$ cat src/rtl/fp_sched_pkg.sv
// Shared types and constants for the fp_mult_sched multiplier scheduler.
package fp_sched_pkg;

    localparam int unsigned FP_W     = 32;
    localparam int unsigned STATUS_W = 8;
    // Widest requester ID (NUM_REQ <= 8); narrower builds use the low bits.
    localparam int unsigned ID_MAX_W = 3;

    // Rounding modes used to configure the shared multiplier instance.
    typedef enum logic [2:0] {
        RoundNearestEven   = 3'd0,
        RoundToZero        = 3'd1,
        RoundUp            = 3'd2,
        RoundDown          = 3'd3,
        RoundNearestMaxMag = 3'd4
    } round_values;

    // One result FIFO entry.
    typedef struct packed {
        logic [ID_MAX_W-1:0] id;
        logic [FP_W-1:0]     z;
        logic [STATUS_W-1:0] status;
    } fp_result_t;

endpackage

$ cat src/rtl/rr_arbiter.sv
// Round-robin arbiter: one-hot grant searched from a rotating pointer.
module rr_arbiter #(
    parameter int unsigned NUM_REQ = 4,
    parameter int unsigned ID_W    = $clog2(NUM_REQ)
) (
    input  logic               clk_i,
    input  logic               rst_i,
    input  logic [NUM_REQ-1:0] req_i,
    input  logic               en_i,
    output logic [NUM_REQ-1:0] gnt_o,
    output logic [ID_W-1:0]    gnt_idx_o,
    output logic               gnt_vld_o
);

    logic [ID_W-1:0] ptr_q, ptr_d;
    logic [ID_W-1:0] idx;

    // First valid request at or after the pointer wins, when enabled.
    always_comb begin
        gnt_o     = '0;
        gnt_idx_o = '0;
        gnt_vld_o = 1'b0;
        idx       = '0;
        for (int k = 0; k < int'(NUM_REQ); k++) begin
            idx = ID_W'((int'(ptr_q) + k) % int'(NUM_REQ));
            if (en_i && !gnt_vld_o && req_i[idx]) begin
                gnt_o[idx] = 1'b1;
                gnt_idx_o  = idx;
                gnt_vld_o  = 1'b1;
            end
        end
        ptr_d = gnt_vld_o ? ID_W'((int'(gnt_idx_o) + 1) % int'(NUM_REQ)) : ptr_q;
    end

    // Pointer moves past the winner on every grant.
    always_ff @(posedge clk_i) begin
        if (rst_i) begin
            ptr_q <= '0;
        end else begin
            ptr_q <= ptr_d;
        end
    end

endmodule

$ cat src/rtl/fp_mult_sched.sv
// Shares one pipelined multiplier among NUM_REQ requesters with in-order,
// credit-protected result return. Optional statistics counters are built
// when FP_MULT_SCHED_STATS_EN is defined.
module fp_mult_sched
    import fp_sched_pkg::*;
#(
    parameter int unsigned NUM_REQ    = 4,
    parameter int unsigned MULT_LAT   = 2,
    parameter int unsigned FIFO_DEPTH = 4,
    parameter int unsigned ID_W       = $clog2(NUM_REQ)
) (
    input  logic                    clk,
    input  logic                    rst,
    input  logic [NUM_REQ-1:0]      req_valid,
    output logic [NUM_REQ-1:0]      req_ready,
    input  logic [NUM_REQ*FP_W-1:0] req_a,
    input  logic [NUM_REQ*FP_W-1:0] req_b,
    output logic [FP_W-1:0]         mult_a,
    output logic [FP_W-1:0]         mult_b,
    input  logic [FP_W-1:0]         mult_z,
    input  logic [STATUS_W-1:0]     mult_status,
    output logic                    resp_valid,
    input  logic                    resp_ready,
    output logic [ID_W-1:0]         resp_id,
    output logic [FP_W-1:0]         resp_z,
    output logic [STATUS_W-1:0]     resp_status,
`ifdef FP_MULT_SCHED_STATS_EN
    output logic [31:0]             issue_cnt,
    output logic [31:0]             stall_cnt,
`endif
    output logic                    busy
);

    localparam int unsigned OCC_W = $clog2(FIFO_DEPTH + 1);
    localparam int unsigned PTR_W = $clog2(FIFO_DEPTH);

    logic [OCC_W-1:0] occ_q, occ_d;
    logic             credit_ok;
    logic             issue;
    logic [ID_W-1:0]  gnt_idx;

    logic [FP_W-1:0]  op_a [NUM_REQ];
    logic [FP_W-1:0]  op_b [NUM_REQ];
    logic [FP_W-1:0]  mult_a_q, mult_b_q;

    logic [MULT_LAT:0] tag_vld_q;
    logic [ID_W-1:0]   tag_id_q [MULT_LAT+1];

    fp_result_t       mem_q [FIFO_DEPTH];
    fp_result_t       head;
    fp_result_t       push_entry;
    logic [PTR_W-1:0] wr_q, rd_q;
    logic [OCC_W-1:0] cnt_q;
    logic             push, pop;
    logic             unused_head_id;

    for (genvar g = 0; g < int'(NUM_REQ); g++) begin : g_ops
        assign op_a[g] = req_a[FP_W*g +: FP_W];
        assign op_b[g] = req_b[FP_W*g +: FP_W];
    end

    // Reset also masks grants so req_ready is low while rst is held.
    assign credit_ok = occ_q < OCC_W'(FIFO_DEPTH);

    rr_arbiter #(
        .NUM_REQ (NUM_REQ),
        .ID_W    (ID_W)
    ) u_arb (
        .clk_i     (clk),
        .rst_i     (rst),
        .req_i     (req_valid),
        .en_i      (credit_ok && !rst),
        .gnt_o     (req_ready),
        .gnt_idx_o (gnt_idx),
        .gnt_vld_o (issue)
    );

    // Operand register: loads on issue, otherwise holds.
    always_ff @(posedge clk) begin
        if (rst) begin
            mult_a_q <= '0;
            mult_b_q <= '0;
        end else if (issue) begin
            mult_a_q <= op_a[gnt_idx];
            mult_b_q <= op_b[gnt_idx];
        end
    end

    assign mult_a = mult_a_q;
    assign mult_b = mult_b_q;

    // Tag valid shift register; stage MULT_LAT lines up with mult_z.
    always_ff @(posedge clk) begin
        if (rst) begin
            tag_vld_q <= '0;
        end else begin
            tag_vld_q <= {tag_vld_q[MULT_LAT-1:0], issue};
        end
    end

    // Tag IDs ride alongside the valid bits; no reset needed.
    always_ff @(posedge clk) begin
        tag_id_q[0] <= gnt_idx;
        for (int k = 1; k <= int'(MULT_LAT); k++) begin
            tag_id_q[k] <= tag_id_q[k-1];
        end
    end

    assign push = tag_vld_q[MULT_LAT];
    assign pop  = resp_valid && resp_ready;

    always_comb begin
        push_entry        = '0;
        push_entry.id     = ID_MAX_W'(tag_id_q[MULT_LAT]);
        push_entry.z      = mult_z;
        push_entry.status = mult_status;
    end

    // FIFO storage; contents are don't-care while empty.
    always_ff @(posedge clk) begin
        if (push) begin
            mem_q[wr_q] <= push_entry;
        end
    end

    // FIFO pointers and count.
    always_ff @(posedge clk) begin
        if (rst) begin
            wr_q  <= '0;
            rd_q  <= '0;
            cnt_q <= '0;
        end else begin
            if (push) wr_q <= wr_q + 1'b1;
            if (pop)  rd_q <= rd_q + 1'b1;
            cnt_q <= cnt_q + OCC_W'(push) - OCC_W'(pop);
        end
    end

    // Credit: a pop returns its credit one cycle later via the register.
    assign occ_d = occ_q + OCC_W'(issue) - OCC_W'(pop);

    // Occupancy register (in flight plus queued).
    always_ff @(posedge clk) begin
        if (rst) begin
            occ_q <= '0;
        end else begin
            occ_q <= occ_d;
        end
    end

    assign head           = mem_q[rd_q];
    assign unused_head_id = ^head.id;
    assign resp_valid     = cnt_q != '0;
    assign resp_id        = resp_valid ? head.id[ID_W-1:0] : '0;
    assign resp_z         = resp_valid ? head.z : '0;
    assign resp_status    = resp_valid ? head.status : '0;
    assign busy           = occ_q != '0;

`ifdef FP_MULT_SCHED_STATS_EN
    logic [31:0] issue_cnt_q, stall_cnt_q;
    logic        stall;

    assign stall = (|req_valid) && !issue && !credit_ok;

    // Saturating issue and credit-stall counters.
    always_ff @(posedge clk) begin
        if (rst) begin
            issue_cnt_q <= '0;
            stall_cnt_q <= '0;
        end else begin
            if (issue && (issue_cnt_q != '1)) issue_cnt_q <= issue_cnt_q + 1'b1;
            if (stall && (stall_cnt_q != '1)) stall_cnt_q <= stall_cnt_q + 1'b1;
        end
    end

    assign issue_cnt = issue_cnt_q;
    assign stall_cnt = stall_cnt_q;
`else
    // Statistics counters are not built.
`endif

endmodule

$ cat config.mk
export PLATFORM = sky130hd
export DESIGN_NAME = fp_mult_sched
export DESIGN_NICKNAME = d
export VERILOG_FILES = /design/src/rtl/fp_sched_pkg.sv /design/src/rtl/rr_arbiter.sv /design/src/rtl/fp_mult_sched.sv
export SDC_FILE = /design/constraint.sdc
export NUM_CORES = 1
export LEC_CHECK = 0
export CAP_MARGIN = 20
export CORE_UTILIZATION = 41
export CTS_CLUSTER_DIAMETER = 200
export DETAILED_ROUTE_END_ITERATION = 6
export MAX_ROUTING_LAYER = met4
export PLACE_DENSITY = 0.88
export SYNTH_ARGS = -nofsm -noshare
export SYNTH_HDL_FRONTEND = slang
export SYNTH_SLANG_ARGS = --single-unit
$ cat constraint.sdc
create_clock -name clk -period 3 [get_ports clk]
set_input_delay 0.6 -clock clk [delete_from_list [all_inputs] [get_ports clk]]
set_output_delay 0.6 -clock clk [all_outputs]
set_load 0.02 [all_outputs]
==> metrics.csv <==
stage;metric;value;unit
outcome;outcome;finished with violations;
outcome;failing checks;setup timing;
global_route;pin count of the biggest net entering global routing;49;
detailed_routing;post-route ant nets;0;
global_route;initial antenna violation count;7;
detailed_routing;Via density;5.24;
detailed_routing;drt total wl;34.6;mm
setup_path;CP startpoint kind;flop;
sta;fin crit period;3.15;ns
sta;Worst Max-Slew Pin Slew;0.618;ns
sta;relative slew slack;0.588;
clocking;H-tree Lvls;1;
sta;TNS Setup;-0.376;ns
power_and_ir_drop;Worst IR Drop VDD;0.528;mV
floorplan;Die Span Y;169;um
synthesis;mux share of post-synthesis cell area;0.205;
place;half-perimeter wire length after placement;24.8;mm
synthesis;number of synthesized flops with an enable pin;168;
clocking;CTS root buf;clkbuf_16;
power_and_ir_drop;Leak Pwr;0.00686;uW
synthesis;Compound-Gate Fraction of Synth Area;0.0676;
detailed_routing;WL/cell;21.5;um
synthesis;syn avg cell area;14.9;um^2
detailed_routing;DRC Markers;0;
synthesis;register area share after synthesis;0.595;
sta;RSZ-0062 raised after global routing;true;
floorplan;core area;27100;um^2
sta;Hold Fails Final Rpt;0;
synthesis;Simple-Gate Fraction of Synth Area;0.0655;
synthesis;FFs w/ async S/R, synth;0;
sta;clock skew;0.0109;ns
synthesis;Post-Syn Instances;768;
power_and_ir_drop;Pint;9270;uW
floorplan;# IOs;415;
power_and_ir_drop;Sw Pwr;4570;uW
global_route;grt ovf;0;
sta;Max Slew Vio Count;0;
synthesis;top-area cell type share of the netlist area;0.442;
synthesis;largest family of logic cells by synthesized area;multiplexers;
global_route;GRT Total Usage;0.241;
sta;final setup violation count;4;
detailed_routing;vias;8443;
cells_and_area;Final nets;1528;
floorplan;Die W;169;um
setup_path;critical path class;flop to output pin;
clocking;Hold Buf Count CTS;0;
worst_hold_path;HP Class;flop to flop;
cells_and_area;layout cells sized above 1;0.146;
setup_path;worst-path fanout max;4;
clocking;CTS buffer count;26;
synthesis;Synth Area in Adders;0.0167;
synthesis;synthesis-stage register bit count;255;
clocking;later-pin clock latency in the skew report;0.54;ns
synthesis;count leader, synth;edfxtp_1;
power_and_ir_drop;total power per unit cell area;805;nW/um^2
floorplan;# rows;60;
power_and_ir_drop;Clock Power Share;0.254;
detailed_routing;drt pass-1 iters;5;
setup_path;critical path required time;2.40;ns
floorplan;die area;28500;um^2
synthesis;warnings from Yosys;0;
global_route;vias in the first global route;8760;
synthesis;ranking of synthesized cells by area;edfxtp_1 44%, dfxtp_1 15%, mux2i_1 11%;
detailed_routing;Iteration-0 DRC Markers;626;
sta;Setup WS post-layout;-0.155;ns
setup_path;WP data arrival;2.55;ns
synthesis;largest area contributor in the netlist;edfxtp_1;
clocking;clock tree from TritonCTS;done;
synthesis;synthesized cell area;11400;um^2
power_and_ir_drop;Total Power;13800;uW
clocking;# clock sinks;255;
sta;Max Fclk;317;MHz
flow_run;max_cap viols;0;
place;IO Port Bufs;414;
synthesis;synth unique cells;43;
global_route;first-pass GRT wire length;50.1;mm
synthesis;xor/xnor share of the synthesized area;0.00614;
power_and_ir_drop;sequential share of power;0.330;
power_and_ir_drop;Sw Share;0.331;
synthesis;Post-Syn Nets;1085;
setup_path;CP endpoint kind;output pin;
floorplan;Initial Util;0.421;
clocking;CTS Buffer Depth;3;
sta;Hold Slack;0.325;ns
power_and_ir_drop;logic gate share of total power;0.416;
cells_and_area;Layout area overhead;50.8;%
clocking;Worst-path clk slew;0.06;ns
synthesis;synth cell count leaders;168 x edfxtp_1, 130 x mux2i_1, 87 x dfxtp_1;
synthesis;Top FF cell, synth;edfxtp_1;
sta;crit share post-route;1.05;
place;gpl congestion;0.858;
[cell families (layout without fill, tap and decap cells)]
| kind of cell | Yosys count | in the layout |
|---|---|---|
| flip-flops | 255 | 255 |
| multiplexers | 178 | 178 |
| AND/OR/NAND/NOR | 154 | 154 |
| AO/OA/AOI/OAI | 87 | 87 |
| buffers and inverters | 72 | 535 |
| adder cells (fa/ha/maj) | 14 | 14 |
| XOR/XNOR | 8 | 8 |
| other | 0 | 7 |
[power groups by stage]
stage / clock [uW] / combinational [uW] / sequential (uW)
after floorplan: 0 / 2880 / 5010
after global placement: 0 / 5760 / 4600
after detailed placement: 0 / 5830 / 4610
after CTS: 3560 / 5790 / 4570
after global routing: 3700 / 6100 / 4630
final: 3520 / 5750 / 4570
[repair_timing]
item | 4_1_cts | 5_1_grt
buffers inserted | 2 | 0
cloned | 1 | 0
gates resized for setup | 77 | 1
pin swaps | 6 | 5
endpoints found under the setup margin | 46 | 6
[per-stage QoR]
step                std cells  setup WS, ns  utilization  cell area, um^2
CTS                      1603        -0.139        0.634            17200
global route             1610        -0.251        0.635            17200
finish                   1610        -0.155        0.635            17200
floorplan                 768        0.0153            -            11400
detailed placement       1552        -0.641        0.597            16200
global placement         1552        -0.525        0.597            16200
[worst max-delay path, stage by stage, from the launching register on]
cell and delay (ns):
dfxtp_2 0.33, inv_2 0.05, ha_4 0.29, mux2_4 0.31, a22oi_2 0.25, nor2_4 0.08
a22o_1 0.26, a221o_1 0.30, buf_6 0.14
[registers in the layout, indices dropped and copies added (netlist names), named ones only]
signal,cells
rd_q,2
cnt_q,3
mem_q,168
tag_id_q,6
occ_q,3
mult_a,32
u_arb.ptr_q,2
wr_q,2
mult_b,32
tag_vld_q,3
[cell type report]
class / count / area, um^2
antenna: 7 / 17.5
timing repair buffer: 473 / 4760
clock inverter: 14 / 203
tap: 372 / 465
fill: 1954 / 9900
multi-input combinational: 441 / 4160
sequential: 255 / 6790
inverter: 14 / 52.6
clock buffer: 34 / 751
[worst paths after layout]
| check | cells after the start | slack (ns) | startpoint | end |
|---|---|---|---|---|
| max reg2reg | 12 | 0.16 | u_arb.ptr_q[1] | mult_b[9] |
| min reg2reg | 0 | 0.33 | tag_id_q[0][2] | tag_id_q[0][4] |
| min | 0 | 0.33 | tag_id_q[0][2] | tag_id_q[0][4] |
| max | 8 | -0.15 | u_arb.ptr_q[1] | req_ready[2] |
[cells in the final DEF, fill, tap and decap left out, drive strengths merged, types with 42 or more instances in the layout]
cell type / netlist / layout
buf: 29 / 62
dlygate4sd2: 0 / 42
mux4: 44 / 44
o221ai: 65 / 65
and2: 48 / 48
mux2i: 130 / 130
dfxtp: 87 / 87
edfxtp: 168 / 168
clkdlybuf4s50: 0 / 368
nand2: 73 / 73
[metal layers]
layer  vias up  wire [um]  GRT usage
met3        63       2890     0.0641
met4         0       1160     0.0913
met1      4126      12500      0.269
li1       3870          -          -
met2       384      18000      0.412
met5         -          0          -
Power figures use the tool's default switching activity.
